[src/rtl/mips_mem_pkg.sv]
`default_nettype none
// ============================================================================
//  Package     : mips_mem_pkg
//  Description : Shared encodings for the unified instruction/data memory
//                port: access sizes, rw encoding, memory base address,
//                requester ids, arbiter states and a size-to-beats helper.
//  Revision    : 1.0 - initial release
// ============================================================================
package mips_mem_pkg;

    // memory access_size encodings (burst length in words)
    localparam logic [1:0] SZ_1W  = 2'b00;
    localparam logic [1:0] SZ_4W  = 2'b01;
    localparam logic [1:0] SZ_8W  = 2'b10;
    localparam logic [1:0] SZ_16W = 2'b11;

    // memory rw encoding
    localparam logic RW_WRITE = 1'b0;
    localparam logic RW_READ  = 1'b1;

    // base of the shared instruction/data RAM
    localparam logic [31:0] START_ADDR = 32'h8002_0000;

    // beat counter width: must hold 16
    localparam int BEAT_W = 5;

    typedef enum logic [1:0] {
        REQ_LD = 2'd0,
        REQ_DM = 2'd1,
        REQ_IF = 2'd2
    } req_id_t;

    typedef enum logic [1:0] {
        ST_IDLE  = 2'd0,
        ST_ISSUE = 2'd1,
        ST_READ  = 2'd2
    } arb_state_t;

    function automatic logic [BEAT_W-1:0] beats_for_size(input logic [1:0] size);
        logic [BEAT_W-1:0] beats;
        case (size)
            SZ_1W:   beats = 5'd1;
            SZ_4W:   beats = 5'd4;
            SZ_8W:   beats = 5'd8;
            default: beats = 5'd16;
        endcase
        return beats;
    endfunction

endpackage
`default_nettype wire

[src/rtl/mem_port_arbiter_if.sv]
`default_nettype none
// ============================================================================
//  Interface   : mem_port_arbiter_if
//  Description : Requester handshakes plus the memory-side bus of the single
//                memory port arbiter.
//  Modports    : master - the arbiter (drives gnt/rvalid/rdata and mem_*)
//                slave  - requesters and memory (drive req/operands, busy,
//                         data_out)
//  Revision    : 1.0 - initial release
// ============================================================================
interface mem_port_arbiter_if #(
    parameter int ADDR_W = 32,
    parameter int DATA_W = 32
);
    // program loader: word writes
    logic              ld_req;
    logic [ADDR_W-1:0] ld_addr;
    logic [DATA_W-1:0] ld_wdata;
    logic              ld_gnt;
    // data/memory stage: word loads and stores
    logic              dm_req;
    logic              dm_rw;
    logic [ADDR_W-1:0] dm_addr;
    logic [DATA_W-1:0] dm_wdata;
    logic              dm_gnt;
    logic              dm_rvalid;
    // instruction fetch: burst reads
    logic              if_req;
    logic [ADDR_W-1:0] if_addr;
    logic [1:0]        if_size;
    logic              if_gnt;
    logic              if_rvalid;
    // shared read data
    logic [DATA_W-1:0] rdata;
    // memory side
    logic [ADDR_W-1:0] mem_address;
    logic [DATA_W-1:0] mem_data_in;
    logic [1:0]        mem_access_size;
    logic              mem_rw;
    logic              mem_enable;
    logic              mem_busy;
    logic [DATA_W-1:0] mem_data_out;

    modport master (
        input  ld_req, ld_addr, ld_wdata,
        input  dm_req, dm_rw, dm_addr, dm_wdata,
        input  if_req, if_addr, if_size,
        input  mem_busy, mem_data_out,
        output ld_gnt, dm_gnt, dm_rvalid, if_gnt, if_rvalid, rdata,
        output mem_address, mem_data_in, mem_access_size, mem_rw, mem_enable
    );

    modport slave (
        output ld_req, ld_addr, ld_wdata,
        output dm_req, dm_rw, dm_addr, dm_wdata,
        output if_req, if_addr, if_size,
        output mem_busy, mem_data_out,
        input  ld_gnt, dm_gnt, dm_rvalid, if_gnt, if_rvalid, rdata,
        input  mem_address, mem_data_in, mem_access_size, mem_rw, mem_enable
    );

endinterface
`default_nettype wire

[src/rtl/mem_prio_pick.sv]
`default_nettype none
// ============================================================================
//  Module      : mem_prio_pick
//  Description : Combinational requester select. Loader always wins; the
//                data port beats fetch unless fetch is starved, in which case
//                fetch beats the data port.
//  Ports       : i_ld_req, i_dm_req, i_if_req - qualified requests
//                i_starved - starvation counter at its limit
//                o_valid   - at least one request present
//                o_winner  - id of the selected requester
//  Revision    : 1.0 - initial release
// ============================================================================
module mem_prio_pick
    import mips_mem_pkg::*;
(
    input  wire logic i_ld_req,
    input  wire logic i_dm_req,
    input  wire logic i_if_req,
    input  wire logic i_starved,
    output logic      o_valid,
    output req_id_t   o_winner
);

    always_comb begin
        o_valid  = i_ld_req | i_dm_req | i_if_req;
        o_winner = REQ_LD;
        if (i_ld_req) begin
            o_winner = REQ_LD;
        end else if (i_if_req && i_starved) begin
            o_winner = REQ_IF;
        end else if (i_dm_req) begin
            o_winner = REQ_DM;
        end else if (i_if_req) begin
            o_winner = REQ_IF;
        end
    end

endmodule
`default_nettype wire

[src/rtl/mem_port_arbiter.sv]
`default_nettype none
// ============================================================================
//  Module      : mem_port_arbiter
//  Description : Single-port arbiter/sequencer in front of the unified memory.
//                Arbitrates loader writes, data-port loads/stores and fetch
//                bursts; one transaction outstanding at a time; honours the
//                memory busy handshake and returns read data with rvalid.
//  Ports       : clock   - system clock, rising edge
//                reset_n - asynchronous active-low reset
//                bus     - requester handshakes and memory bus (master side)
//  Revision    : 1.0 - initial release
// ============================================================================
module mem_port_arbiter
    import mips_mem_pkg::*;
#(
    parameter int ADDR_W       = 32,
    parameter int DATA_W       = 32,
    parameter int STARVE_LIMIT = 4
) (
    input  wire logic          clock,
    input  wire logic          reset_n,
    mem_port_arbiter_if.master bus
);

    localparam int                    c_STARVE_W   = $clog2(STARVE_LIMIT + 1);
    localparam logic [c_STARVE_W-1:0] c_STARVE_MAX = c_STARVE_W'(STARVE_LIMIT);

    arb_state_t            r_state;
    req_id_t               r_owner;
    logic [BEAT_W-1:0]     r_beats;
    logic [c_STARVE_W-1:0] r_starve_cnt;

    logic                  r_ld_gnt;
    logic                  r_dm_gnt;
    logic                  r_if_gnt;
    logic                  r_dm_rvalid;
    logic                  r_if_rvalid;
    logic [DATA_W-1:0]     r_rdata;

    // The mem_* registers double as the latched copy of the winning request.
    logic [ADDR_W-1:0]     r_mem_address;
    logic [DATA_W-1:0]     r_mem_data_in;
    logic [1:0]            r_mem_access_size;
    logic                  r_mem_rw;
    logic                  r_mem_enable;

    logic                  w_ld_req;
    logic                  w_dm_req;
    logic                  w_if_req;
    logic                  w_starved;
    logic                  w_any_req;
    req_id_t               w_winner;
    logic [ADDR_W-1:0]     w_sel_addr;
    logic [DATA_W-1:0]     w_sel_wdata;
    logic                  w_sel_rw;
    logic [1:0]            w_sel_size;

    // A write's gnt pulse lands in the IDLE cycle where the requester may
    // still show req high; masking it there prevents re-issuing the same write.
    assign w_ld_req  = bus.ld_req & ~r_ld_gnt;
    assign w_dm_req  = bus.dm_req & ~r_dm_gnt;
    assign w_if_req  = bus.if_req & ~r_if_gnt;
    assign w_starved = (r_starve_cnt == c_STARVE_MAX);

    mem_prio_pick u_prio_pick (
        .i_ld_req  (w_ld_req),
        .i_dm_req  (w_dm_req),
        .i_if_req  (w_if_req),
        .i_starved (w_starved),
        .o_valid   (w_any_req),
        .o_winner  (w_winner)
    );

    // Operands of the winner; single-word accesses (all writes and data
    // loads) always use SZ_1W, only fetch carries its own burst size.
    always_comb begin
        w_sel_addr  = bus.ld_addr;
        w_sel_wdata = bus.ld_wdata;
        w_sel_rw    = RW_WRITE;
        w_sel_size  = SZ_1W;
        case (w_winner)
            REQ_DM: begin
                w_sel_addr  = bus.dm_addr;
                w_sel_wdata = bus.dm_wdata;
                w_sel_rw    = bus.dm_rw;
                w_sel_size  = SZ_1W;
            end
            REQ_IF: begin
                w_sel_addr  = bus.if_addr;
                w_sel_wdata = '0;
                w_sel_rw    = RW_READ;
                w_sel_size  = bus.if_size;
            end
            default: begin
                w_sel_addr  = bus.ld_addr;
                w_sel_wdata = bus.ld_wdata;
                w_sel_rw    = RW_WRITE;
                w_sel_size  = SZ_1W;
            end
        endcase
    end

    always_ff @(posedge clock or negedge reset_n) begin
        if (!reset_n) begin
            r_state           <= ST_IDLE;
            r_owner           <= REQ_LD;
            r_beats           <= '0;
            r_starve_cnt      <= '0;
            r_ld_gnt          <= 1'b0;
            r_dm_gnt          <= 1'b0;
            r_if_gnt          <= 1'b0;
            r_dm_rvalid       <= 1'b0;
            r_if_rvalid       <= 1'b0;
            r_rdata           <= '0;
            r_mem_address     <= '0;
            r_mem_data_in     <= '0;
            r_mem_access_size <= '0;
            r_mem_rw          <= 1'b0;
            r_mem_enable      <= 1'b0;
        end else begin
            // gnt and rvalid are single-cycle pulses
            r_ld_gnt    <= 1'b0;
            r_dm_gnt    <= 1'b0;
            r_if_gnt    <= 1'b0;
            r_dm_rvalid <= 1'b0;
            r_if_rvalid <= 1'b0;

            case (r_state)
                ST_IDLE: begin
                    if (w_any_req) begin
                        r_owner           <= w_winner;
                        r_mem_address     <= w_sel_addr;
                        r_mem_data_in     <= w_sel_wdata;
                        r_mem_rw          <= w_sel_rw;
                        r_mem_access_size <= w_sel_size;
                        r_mem_enable      <= 1'b1;
                        r_state           <= ST_ISSUE;
                    end
                end

                ST_ISSUE: begin
                    // while busy everything simply holds
                    if (!bus.mem_busy) begin
                        r_mem_enable <= 1'b0;
                        case (r_owner)
                            REQ_DM:  r_dm_gnt <= 1'b1;
                            REQ_IF:  r_if_gnt <= 1'b1;
                            default: r_ld_gnt <= 1'b1;
                        endcase

                        if (r_owner == REQ_IF || !bus.if_req) begin
                            r_starve_cnt <= '0;
                        end else if (r_owner == REQ_DM && r_starve_cnt != c_STARVE_MAX) begin
                            r_starve_cnt <= r_starve_cnt + c_STARVE_W'(1);
                        end

                        if (r_mem_rw == RW_READ) begin
                            r_beats <= beats_for_size(r_mem_access_size);
                            r_state <= ST_READ;
                        end else begin
                            r_state <= ST_IDLE;
                        end
                    end
                end

                ST_READ: begin
                    r_rdata <= bus.mem_data_out;
                    if (r_owner == REQ_IF) begin
                        r_if_rvalid <= 1'b1;
                    end else begin
                        r_dm_rvalid <= 1'b1;
                    end
                    r_beats <= r_beats - BEAT_W'(1);
                    if (r_beats == BEAT_W'(1)) begin
                        r_state <= ST_IDLE;
                    end
                end

                default: begin
                    r_state <= ST_IDLE;
                end
            endcase
        end
    end

    assign bus.ld_gnt          = r_ld_gnt;
    assign bus.dm_gnt          = r_dm_gnt;
    assign bus.if_gnt          = r_if_gnt;
    assign bus.dm_rvalid       = r_dm_rvalid;
    assign bus.if_rvalid       = r_if_rvalid;
    assign bus.rdata           = r_rdata;
    assign bus.mem_address     = r_mem_address;
    assign bus.mem_data_in     = r_mem_data_in;
    assign bus.mem_access_size = r_mem_access_size;
    assign bus.mem_rw          = r_mem_rw;
    assign bus.mem_enable      = r_mem_enable;

endmodule
`default_nettype wire

[src/flat_wrapper.sv]
// flat-port wrapper written by rule: the top's interface ports become plain ports
module mem_port_arbiter_flat import mips_mem_pkg::*;
#(
    parameter int ADDR_W       = 32,
    parameter int DATA_W       = 32,
    parameter int STARVE_LIMIT = 4
)
  (clock, reset_n, bus_ld_req, bus_ld_addr, bus_ld_wdata, bus_dm_req, bus_dm_rw, bus_dm_addr, bus_dm_wdata, bus_if_req, bus_if_addr, bus_if_size, bus_mem_busy, bus_mem_data_out, bus_ld_gnt, bus_dm_gnt, bus_dm_rvalid, bus_if_gnt, bus_if_rvalid, bus_rdata, bus_mem_address, bus_mem_data_in, bus_mem_access_size, bus_mem_rw, bus_mem_enable);
  mem_port_arbiter_if #(.ADDR_W(ADDR_W), .DATA_W(DATA_W)) bus_i ();
  input  wire logic clock;
  input  wire logic reset_n;
  input wire logic [$bits(bus_i.ld_req)-1:0] bus_ld_req;
  input wire logic [$bits(bus_i.ld_addr)-1:0] bus_ld_addr;
  input wire logic [$bits(bus_i.ld_wdata)-1:0] bus_ld_wdata;
  input wire logic [$bits(bus_i.dm_req)-1:0] bus_dm_req;
  input wire logic [$bits(bus_i.dm_rw)-1:0] bus_dm_rw;
  input wire logic [$bits(bus_i.dm_addr)-1:0] bus_dm_addr;
  input wire logic [$bits(bus_i.dm_wdata)-1:0] bus_dm_wdata;
  input wire logic [$bits(bus_i.if_req)-1:0] bus_if_req;
  input wire logic [$bits(bus_i.if_addr)-1:0] bus_if_addr;
  input wire logic [$bits(bus_i.if_size)-1:0] bus_if_size;
  input wire logic [$bits(bus_i.mem_busy)-1:0] bus_mem_busy;
  input wire logic [$bits(bus_i.mem_data_out)-1:0] bus_mem_data_out;
  output wire logic [$bits(bus_i.ld_gnt)-1:0] bus_ld_gnt;
  output wire logic [$bits(bus_i.dm_gnt)-1:0] bus_dm_gnt;
  output wire logic [$bits(bus_i.dm_rvalid)-1:0] bus_dm_rvalid;
  output wire logic [$bits(bus_i.if_gnt)-1:0] bus_if_gnt;
  output wire logic [$bits(bus_i.if_rvalid)-1:0] bus_if_rvalid;
  output wire logic [$bits(bus_i.rdata)-1:0] bus_rdata;
  output wire logic [$bits(bus_i.mem_address)-1:0] bus_mem_address;
  output wire logic [$bits(bus_i.mem_data_in)-1:0] bus_mem_data_in;
  output wire logic [$bits(bus_i.mem_access_size)-1:0] bus_mem_access_size;
  output wire logic [$bits(bus_i.mem_rw)-1:0] bus_mem_rw;
  output wire logic [$bits(bus_i.mem_enable)-1:0] bus_mem_enable;
  assign bus_i.ld_req = bus_ld_req;
  assign bus_i.ld_addr = bus_ld_addr;
  assign bus_i.ld_wdata = bus_ld_wdata;
  assign bus_i.dm_req = bus_dm_req;
  assign bus_i.dm_rw = bus_dm_rw;
  assign bus_i.dm_addr = bus_dm_addr;
  assign bus_i.dm_wdata = bus_dm_wdata;
  assign bus_i.if_req = bus_if_req;
  assign bus_i.if_addr = bus_if_addr;
  assign bus_i.if_size = bus_if_size;
  assign bus_i.mem_busy = bus_mem_busy;
  assign bus_i.mem_data_out = bus_mem_data_out;
  assign bus_ld_gnt = bus_i.ld_gnt;
  assign bus_dm_gnt = bus_i.dm_gnt;
  assign bus_dm_rvalid = bus_i.dm_rvalid;
  assign bus_if_gnt = bus_i.if_gnt;
  assign bus_if_rvalid = bus_i.if_rvalid;
  assign bus_rdata = bus_i.rdata;
  assign bus_mem_address = bus_i.mem_address;
  assign bus_mem_data_in = bus_i.mem_data_in;
  assign bus_mem_access_size = bus_i.mem_access_size;
  assign bus_mem_rw = bus_i.mem_rw;
  assign bus_mem_enable = bus_i.mem_enable;
  mem_port_arbiter #(.ADDR_W(ADDR_W), .DATA_W(DATA_W), .STARVE_LIMIT(STARVE_LIMIT)) u_core (.clock(clock), .reset_n(reset_n), .bus(bus_i));
endmodule
[config.mk]
export PLATFORM = sky130hd
export DESIGN_NAME = mem_port_arbiter_flat
export DESIGN_NICKNAME = d
export VERILOG_FILES = /design/src/rtl/mips_mem_pkg.sv /design/src/rtl/mem_port_arbiter_if.sv /design/src/rtl/mem_prio_pick.sv /design/src/rtl/mem_port_arbiter.sv /design/src/flat_wrapper.sv
export SDC_FILE = /design/constraint.sdc
export NUM_CORES = 1
export LEC_CHECK = 0
export CORE_AREA = 4 4 105 157
export CTS_CLUSTER_SIZE = 30
export DETAILED_ROUTE_END_ITERATION = 6
export DIE_AREA = 0 0 109 161
export HOLD_SLACK_MARGIN = 0.03
export PLACE_DENSITY = 0.78
export SYNTH_ARGS = -nofsm -noshare
export SYNTH_HDL_FRONTEND = slang
export SYNTH_SLANG_ARGS = --single-unit
[constraint.sdc]
create_clock -name clock -period 2.8 [get_ports clock]
set_clock_uncertainty 0.1 [all_clocks]
set_input_delay 0.42 -clock clock [delete_from_list [all_inputs] [get_ports clock]]
set_output_delay 0.42 -clock clock [all_outputs]
set_load 0.03 [all_outputs]
==> results of run 1 <==
sequential cells by signal, indices dropped and copies added, names as in the netlist:
signal	flops
u_core.r_beats	5
u_core.bus.dm_rvalid	1
u_core.bus.rdata	32
u_core.r_starve_cnt	3
u_core.r_state	2
u_core.bus.mem_address	32
u_core.r_owner	2
u_core.bus.if_gnt	1
u_core.bus.if_rvalid	1
u_core.bus.ld_gnt	1
u_core.bus.mem_enable	1
u_core.bus.dm_gnt	1
u_core.bus.mem_rw	1
u_core.bus.mem_access_size	2
u_core.bus.mem_data_in	32
timing repair:
| action | CTS | global route |
|---|---|---|
| endpoints found under the setup margin | 0 | 0 |
| hold buffers | 1 | 0 |
| gates resized for setup | 0 | 0 |
| endpoints found under the hold margin | 36 | 0 |
| setup buffers | 0 | 0 |
layer usage:
metal | track usage, % | up-vias
met5 | 0 | -
met4 | 7.12 | 0
met3 | 6.12 | 27
met2 | 36.1 | 213
met1 | 21.2 | 2356
li1 | - | 2482
cells in the mapped netlist, types with 3 or more instances:
master,count,area share (%)
a22o_1,31,4.6
a22oi_1,32,4.0
and2_1,5,0.52
buf_1,4,0.25
buf_12,7,2.3
buf_2,9,0.76
clkbuf_1,17,1.1
dfrtp_1,117,49
ha_1,8,1.7
inv_1,13,0.82
mux2_4,67,17
mux2i_1,3,0.50
nand2_1,133,8.4
nand3_1,4,0.34
nor2_1,3,0.19
nor2b_1,5,0.52
nor3_1,6,0.50
o21ai_0,37,3.1
cell type report:
type | count | area, um^2
clock buffers | 19 | 443
clock inverters | 13 | 229
fillers | 1151 | 5190
inverters | 13 | 48.8
multi-input cells | 365 | 2730
flip-flops and latches | 117 | 2930
well taps | 199 | 249
repair buffers | 323 | 3250
placed cells by master (no fill, tap or decap), drive strengths merged, types with 3 or more instances in the layout:
cell           instances
nand2                133
nor2b                  6
bufinv                 6
a22oi                 32
ha                     8
clkdlybuf4s50        304
dfrtp                117
buf                   18
mux2i                  3
o21ai                 37
clkbuf                19
inv                   13
a22o                  31
nor2                   3
and2                   5
clkinv                 6
nand3                  4
nor3                   6
mux2                  68
worst max-delay path: stages, from the launching register on:
cell and delay (ns):
dfrtp_1 0.38, inv_1 0.09, ha_1 0.18, nand2_1 0.08, a211oi_1 0.25, buf_4 0.18, inv_1 0.04, ha_1 0.23
buf_4 0.22, a22oi_1 0.15, o21ai_0 0.17, mux2_4 0.30
power breakdown:
| group | internal (uW) | total, uW | switching [uW] |
|---|---|---|---|
| registers | 2490 | 2980 | 496 |
| clock network | 1690 | 2450 | 758 |
| logic | 3130 | 6340 | 3210 |
how the worst min path moves through the flow:
stage                    startpoint              endpoint  cells after the start
6_report       u_core.bus.rdata[13]  u_core.bus.rdata[13]                      2
3_5_place_dp                reset_n   u_core.bus.rdata[7]                      1
2_1_floorplan               reset_n     u_core.bus.dm_gnt                      0
4_1_cts         u_core.bus.rdata[7]   u_core.bus.rdata[7]                      2
3_3_place_gp                reset_n  u_core.bus.rdata[10]                      1
5_1_grt         u_core.bus.rdata[7]   u_core.bus.rdata[7]                      2
stage by stage:
step | setup TNS, ns | setup WS, ns | util (%) | instances | total power [uW]
2_1_floorplan | 0 | 0.349 | - | 533 | 7100
3_3_place_gp | -0.0646 | -0.0646 | 61.0 | 1016 | 9290
3_5_place_dp | -0.875 | -0.0774 | 61.0 | 1016 | 9410
4_1_cts | 0 | 0.285 | 65.6 | 1049 | 11900
5_1_grt | 0 | 0.116 | 65.6 | 1049 | 12400
6_report | 0 | 0.292 | 65.6 | 1049 | 11800
cells by family after synthesis:
group                      after synthesis  share of synthesized area (%)
adders and majority gates                8                           1.68
and+or+nand+nor                        170                           12.4
DFF                                    117                           49.1
muxes                                   71                           17.6
AOI/OAI and AO/OA                      116                           13.8
buffers and inverters                   51                           5.43
==> run_results.csv, run 1 <==
group,metric,value,unit
outcome,status,"completed",
timing,achievable-frequency,399,MHz
detailed_routing,met3RoutedLength,1450,um
critical_path,timing.critical_path.from_type,"register",
min_path,min-delay-path-class,"register to register",
synth,ys_async_sr_fraction,100,%
die,floorplan.core_area,0.0151,mm^2
detailed_routing,via_per_inst,4.84,
placement,io_buffer_count,305,
synth,postSynthRegisterBits,117,
timing,final_period_minus_worst_setup_slack,2.51,ns
detailed_routing,topRoutingLayerUsed,"met4",
synth,yosysUniqueCellTypes,44,
placement,placed_cell_area,0.00920,mm^2
die,die-height,161,um
finish,final_layout_size_suffix_gt1_share,14.7,%
synth,number_of_enable_flip_flop_cells_after_synthesis,0,
clock_network,cts_root_buffer,"clkbuf_16",
die,io_pins,306,
timing,maxSlewHeadroom,60.0,%
clock_network,tritoncts,"built",
timing,hold_violation_total_from_the_final_report,0,
critical_path,critical_path.startpoint,"u_core.r_starve_cnt[0]",
placement,gp_routability_congestion,0.780,
detailed_routing,met2RoutedLength,9170,um
power,cellLeakagePower,0.00436,uW
global_routing,grt_antenna_before_repair,0,
detailed_routing,firstDrtPassIters,4,
clock_network,path_clk_slew,0.06,ns
critical_path,endpoint,"u_core.bus.mem_address[1]",
detailed_routing,m1WireLength,6630,um
detailed_routing,remaining_drc_errors,0,
synth,synthesis.area_per_instance,11.2,um^2
critical_path,path_max_fanout,17,
clock_network,numCtsBuffers,17,
global_routing,grt_pass1_vias,5317,
detailed_routing,final_antenna_net_count,0,
critical_path,worst-r2r-cell-count,11,
job,max_cap_viol_count,0,
synth,main_flop_type_after_synthesis,"dfrtp_1",
synth,yosys_warnings,0,
die,std_cell_rows,55,
timing,rsz_0062_raised_after_global_routing,"no",
critical_path,worst_r2r_startpoint,"u_core.r_starve_cnt[0]",
synth,netlist_instances,533,
clock_network,insertion_delay,0.40,ns
synth,postSynthNetCount,742,
finish,layout.nets,1046,
finish,syn_to_final_growth,65.6,%
detailed_routing,dr.first_iter.drc_count,191,
timing,timing_max_transition_violations_final,0,
global_routing,global_route_wire_length_before_repair,27100,um
critical_path,cp.required,2.98,ns
finish,design_area,0.00988,mm^2
power,power-per-cell-area,1190,mW/mm^2
timing,fin_hold_ws,0.370,ns
global_routing,grt_overflow,0,
global_routing,grt_max_degree,49,
timing,setup_viol_count_final,0,
critical_path,rrSetupSlack,0.29,ns
power,ir_drop,0.000579,V
timing,worst_pin_slew,0.600,ns
die,die-area,0.0175,mm^2
critical_path,crit-reg2reg-capture,"u_core.bus.mem_address[1]",
critical_path,end_kind,"register",
die,die_w,109,um
detailed_routing,detail_route.wl_per_cell,17.0,um
critical_path,timing.critical_path.arrival,2.68,ns
clock_network,clock_sinks,117,
synth,yosysSeqAreaShare,49.1,%
clock_network,buffers_from_clock_root_to_sink_at_most,2,
detailed_routing,routed_wirelength,17800,um
detailed_routing,route.vias.total,5078,
timing,final.period_utilization,89.6,%
placement,place_hpwl,13600,um
clock_network,h_tree_levels,4,
critical_path,criticalPathCategory,"register to register",
synth,synth_area,0.00596,mm^2
global_routing,gr-usage-all-layers,19.9,%
finish,num_antenna_cells,0,
die,floorplan.initialDensity,39.6,%
Power figures use the tool's default switching activity.
==> inputs of run 2 (changes only) <==
--- a/config.mk
+++ b/config.mk
@@ -5,12 +5,15 @@
 export SDC_FILE = /design/constraint.sdc
 export NUM_CORES = 1
 export LEC_CHECK = 0
-export CORE_AREA = 4 4 105 157
+export CORE_AREA = 4 4 118 120
 export CTS_CLUSTER_SIZE = 30
 export DETAILED_ROUTE_END_ITERATION = 6
-export DIE_AREA = 0 0 109 161
+export DIE_AREA = 0 0 122 124
+export DONT_BUFFER_PORTS = 1
+export GPL_ROUTABILITY_DRIVEN = 0
 export HOLD_SLACK_MARGIN = 0.03
-export PLACE_DENSITY = 0.78
+export PLACE_DENSITY = 0.59
+export SKIP_CTS_REPAIR_TIMING = 1
 export SYNTH_ARGS = -nofsm -noshare
 export SYNTH_HDL_FRONTEND = slang
 export SYNTH_SLANG_ARGS = --single-unit
==> run 2 against run 1 <==
Against the previous run: the run now ends with negative hold slack left; core utilization is 12 points lower; critical path depth is 5 lower; flip-flop and latch count stayed put; fmax is 0.51% lower; setup slack worse by 0.013 ns; non-clock buffer count is 288 lower; first-iteration DRC count is 10% lower; wire length is 14% lower; largest cell class is now sequential cells; highest routed layer unchanged.
==> run_results.csv, run 2 (synthesis results as in run 1) <==
group,metric,value,unit
global_routing,gr-max-usage-layer,"met2",
detailed_routing,final_antenna_net_count,0,
timing,achievable-frequency,397,MHz
global_routing,grt_use_met3,6.77,%
critical_path,worst_r2r_startpoint,"u_core.bus.if_gnt",
placement,dp_slack,0.187,ns
critical_path,path_cells,"or2b_1, a211oi_2, ha_2, buf_12, a22o_1, mux2_4",
clock_network,tritoncts,"built",
clock_network,numCtsBuffers,17,
critical_path,timing.critical_path.arrival,2.71,ns
global_routing,globalRouteMet2Util,31.0,%
global_routing,grt_pass1_vias,4033,
critical_path,cp_num_buf_inv,1,
detailed_routing,via_per_inst,5.57,
global_routing,grt_antenna_before_repair,1,
power,fin_total_pwr,9920,uW
outcome,failed_checks,"negative hold slack",
critical_path,worst_path_largest_cell_delay,0.50,ns
outcome,status,"finished with violations",
detailed_routing,remaining_drc_errors,0,
critical_path,end_kind,"register",
timing,timing_max_transition_violations_final,0,
critical_path,timing.critical_path.max_delay_family,"compound AO/OA/AOI/OAI gates",
critical_path,timing.critical_path.slowest_stage_cell,"dfrtp_1",
min_path,min-delay-path-class,"input pin to asynchronous set/reset pin",
finish,most-common-layout-cells,"nand2_1, dfrtp_1, mux2_4, o21ai_0, a22oi_1",
timing,worst_pin_slew,0.636,ns
finish,final_layout_size_suffix_gt1_share,20.3,%
die,floorplan.initialDensity,46.0,%
placement,io_buffer_count,0,
die,die-height,124,um
job,max_cap_viol_count,0,
critical_path,rrSetupSlack,0.28,ns
global_routing,global_route_wire_length_before_repair,21600,um
clock_network,h_tree_levels,4,
timing,final.period_utilization,90.0,%
power,power-per-cell-area,1430,mW/mm^2
finish,syn_to_final_growth,16.1,%
detailed_routing,routed_wirelength,15300,um
finish,fin_util,53.3,%
finish,num-fill-cells,1104,
timing,setup_viol_count_final,0,
die,floorplan.core_area,0.0130,mm^2
finish,layout.nets,758,
clock_network,clock_sinks,117,
clock_network,buffers_from_clock_root_to_sink_at_most,2,
critical_path,timing.critical_path.from_type,"register",
global_routing,gr-usage-all-layers,18.8,%
die,die-area,0.0151,mm^2
die,io_pins,306,
critical_path,path_max_fanout,75,
timing,setup_tns,0,ns
die,die_w,122,um
global_routing,grt_overflow,0,
detailed_routing,dr.first_iter.drc_count,171,
die,std_cell_rows,42,
power,ir_drop,0.000693,V
detailed_routing,route.vias.total,4117,
global_routing,use_met1,21.8,%
critical_path,cp.required,2.99,ns
placement,place_hpwl,10800,um
clock_network,insertion_delay,0.41,ns
power,cellLeakagePower,0.00322,uW
finish,final_common_cell,"nand2_1",
clock_network,cts_root_buffer,"clkbuf_16",
timing,final.setup.worst_slack,0.279,ns
global_routing,grt_max_degree,118,
clock_network,path_clk_slew,0.05,ns
timing,hold_violation_total_from_the_final_report,117,
timing,rsz_0062_raised_after_global_routing,"no",
critical_path,critical_path.startpoint,"u_core.bus.if_gnt",
timing,final_period_minus_worst_setup_slack,2.52,ns
detailed_routing,detail_route.wl_per_cell,20.6,um
timing,maxSlewHeadroom,57.5,%
critical_path,criticalPathCategory,"register to register",
detailed_routing,firstDrtPassIters,4,
timing,fin_hold_ws,-0.394,ns
run 2: changes by cell type in the layout (fill, tap and decap cells not counted), moves of 2 or more:
| cell | change |
|---|---|
| clkbuf_1 | +4 |
| buf_4 | -7 |
| dlygate4sd3_1 | +24 |
| clkdlybuf4s50_1 | -304 |
| clkinv_4 | -2 |
run 2: layer usage:
layer  wire length (um)  vias up  share of wire, %
li1                   -     1893                 -
met1               5710     1985                37
met2               7720      212                51
met3               1400       27               9.2
met4                416        0               2.7
met5                  0        -                 0
run 2: layout make-up:
cell class	instances	area [um^2]	area share, %
Antenna cell	1	2.50	0.0361
Clock buffer	22	444	6.41
Clock inverter	10	179	2.58
Inverter	13	48.8	0.705
Multi-Input combinational cell	365	2730	39.4
Sequential cell	117	2930	42.3
Tap cell	176	220	3.18
Timing Repair Buffer	35	375	5.42
run 2: path summary, 6_finish.rpt:
path,end,cells past startpoint
setup / recovery,u_core.bus.mem_data_in[29],6
hold reg to reg,u_core.r_owner[0],1
setup reg to reg,u_core.bus.mem_data_in[29],6
min in group clock,u_core.bus.rdata[9],2
max in group asynchronous,u_core.r_owner[0],0
hold / removal,u_core.bus.mem_data_in[17],0
run 2: stage by stage:
step	instance area (um^2)	cells
5_1_grt	6920	739
2_1_floorplan	5960	533
3_5_place_dp	6040	681
4_1_cts	6670	713
6_report	6920	739
3_3_place_gp	6040	681
run 2: power by group:
part	switching (uW)	total [uW]	internal, uW
registers	2090	4560	2470
logic	1330	3050	1720
clock network	736	2310	1570
total	4160	9920	5760
run 2: worst reg2reg max path, delay by kind of cell (launching register included):
family | cells | cell delay, ns
AND/OR/NAND/NOR | 1 | 0.31
buffers and inverters | 1 | 0.23
flip-flops | 1 | 0.50
adder cells (fa/ha/maj) | 1 | 0.44
multiplexers | 1 | 0.26
AO/OA/AOI/OAI | 2 | 0.57
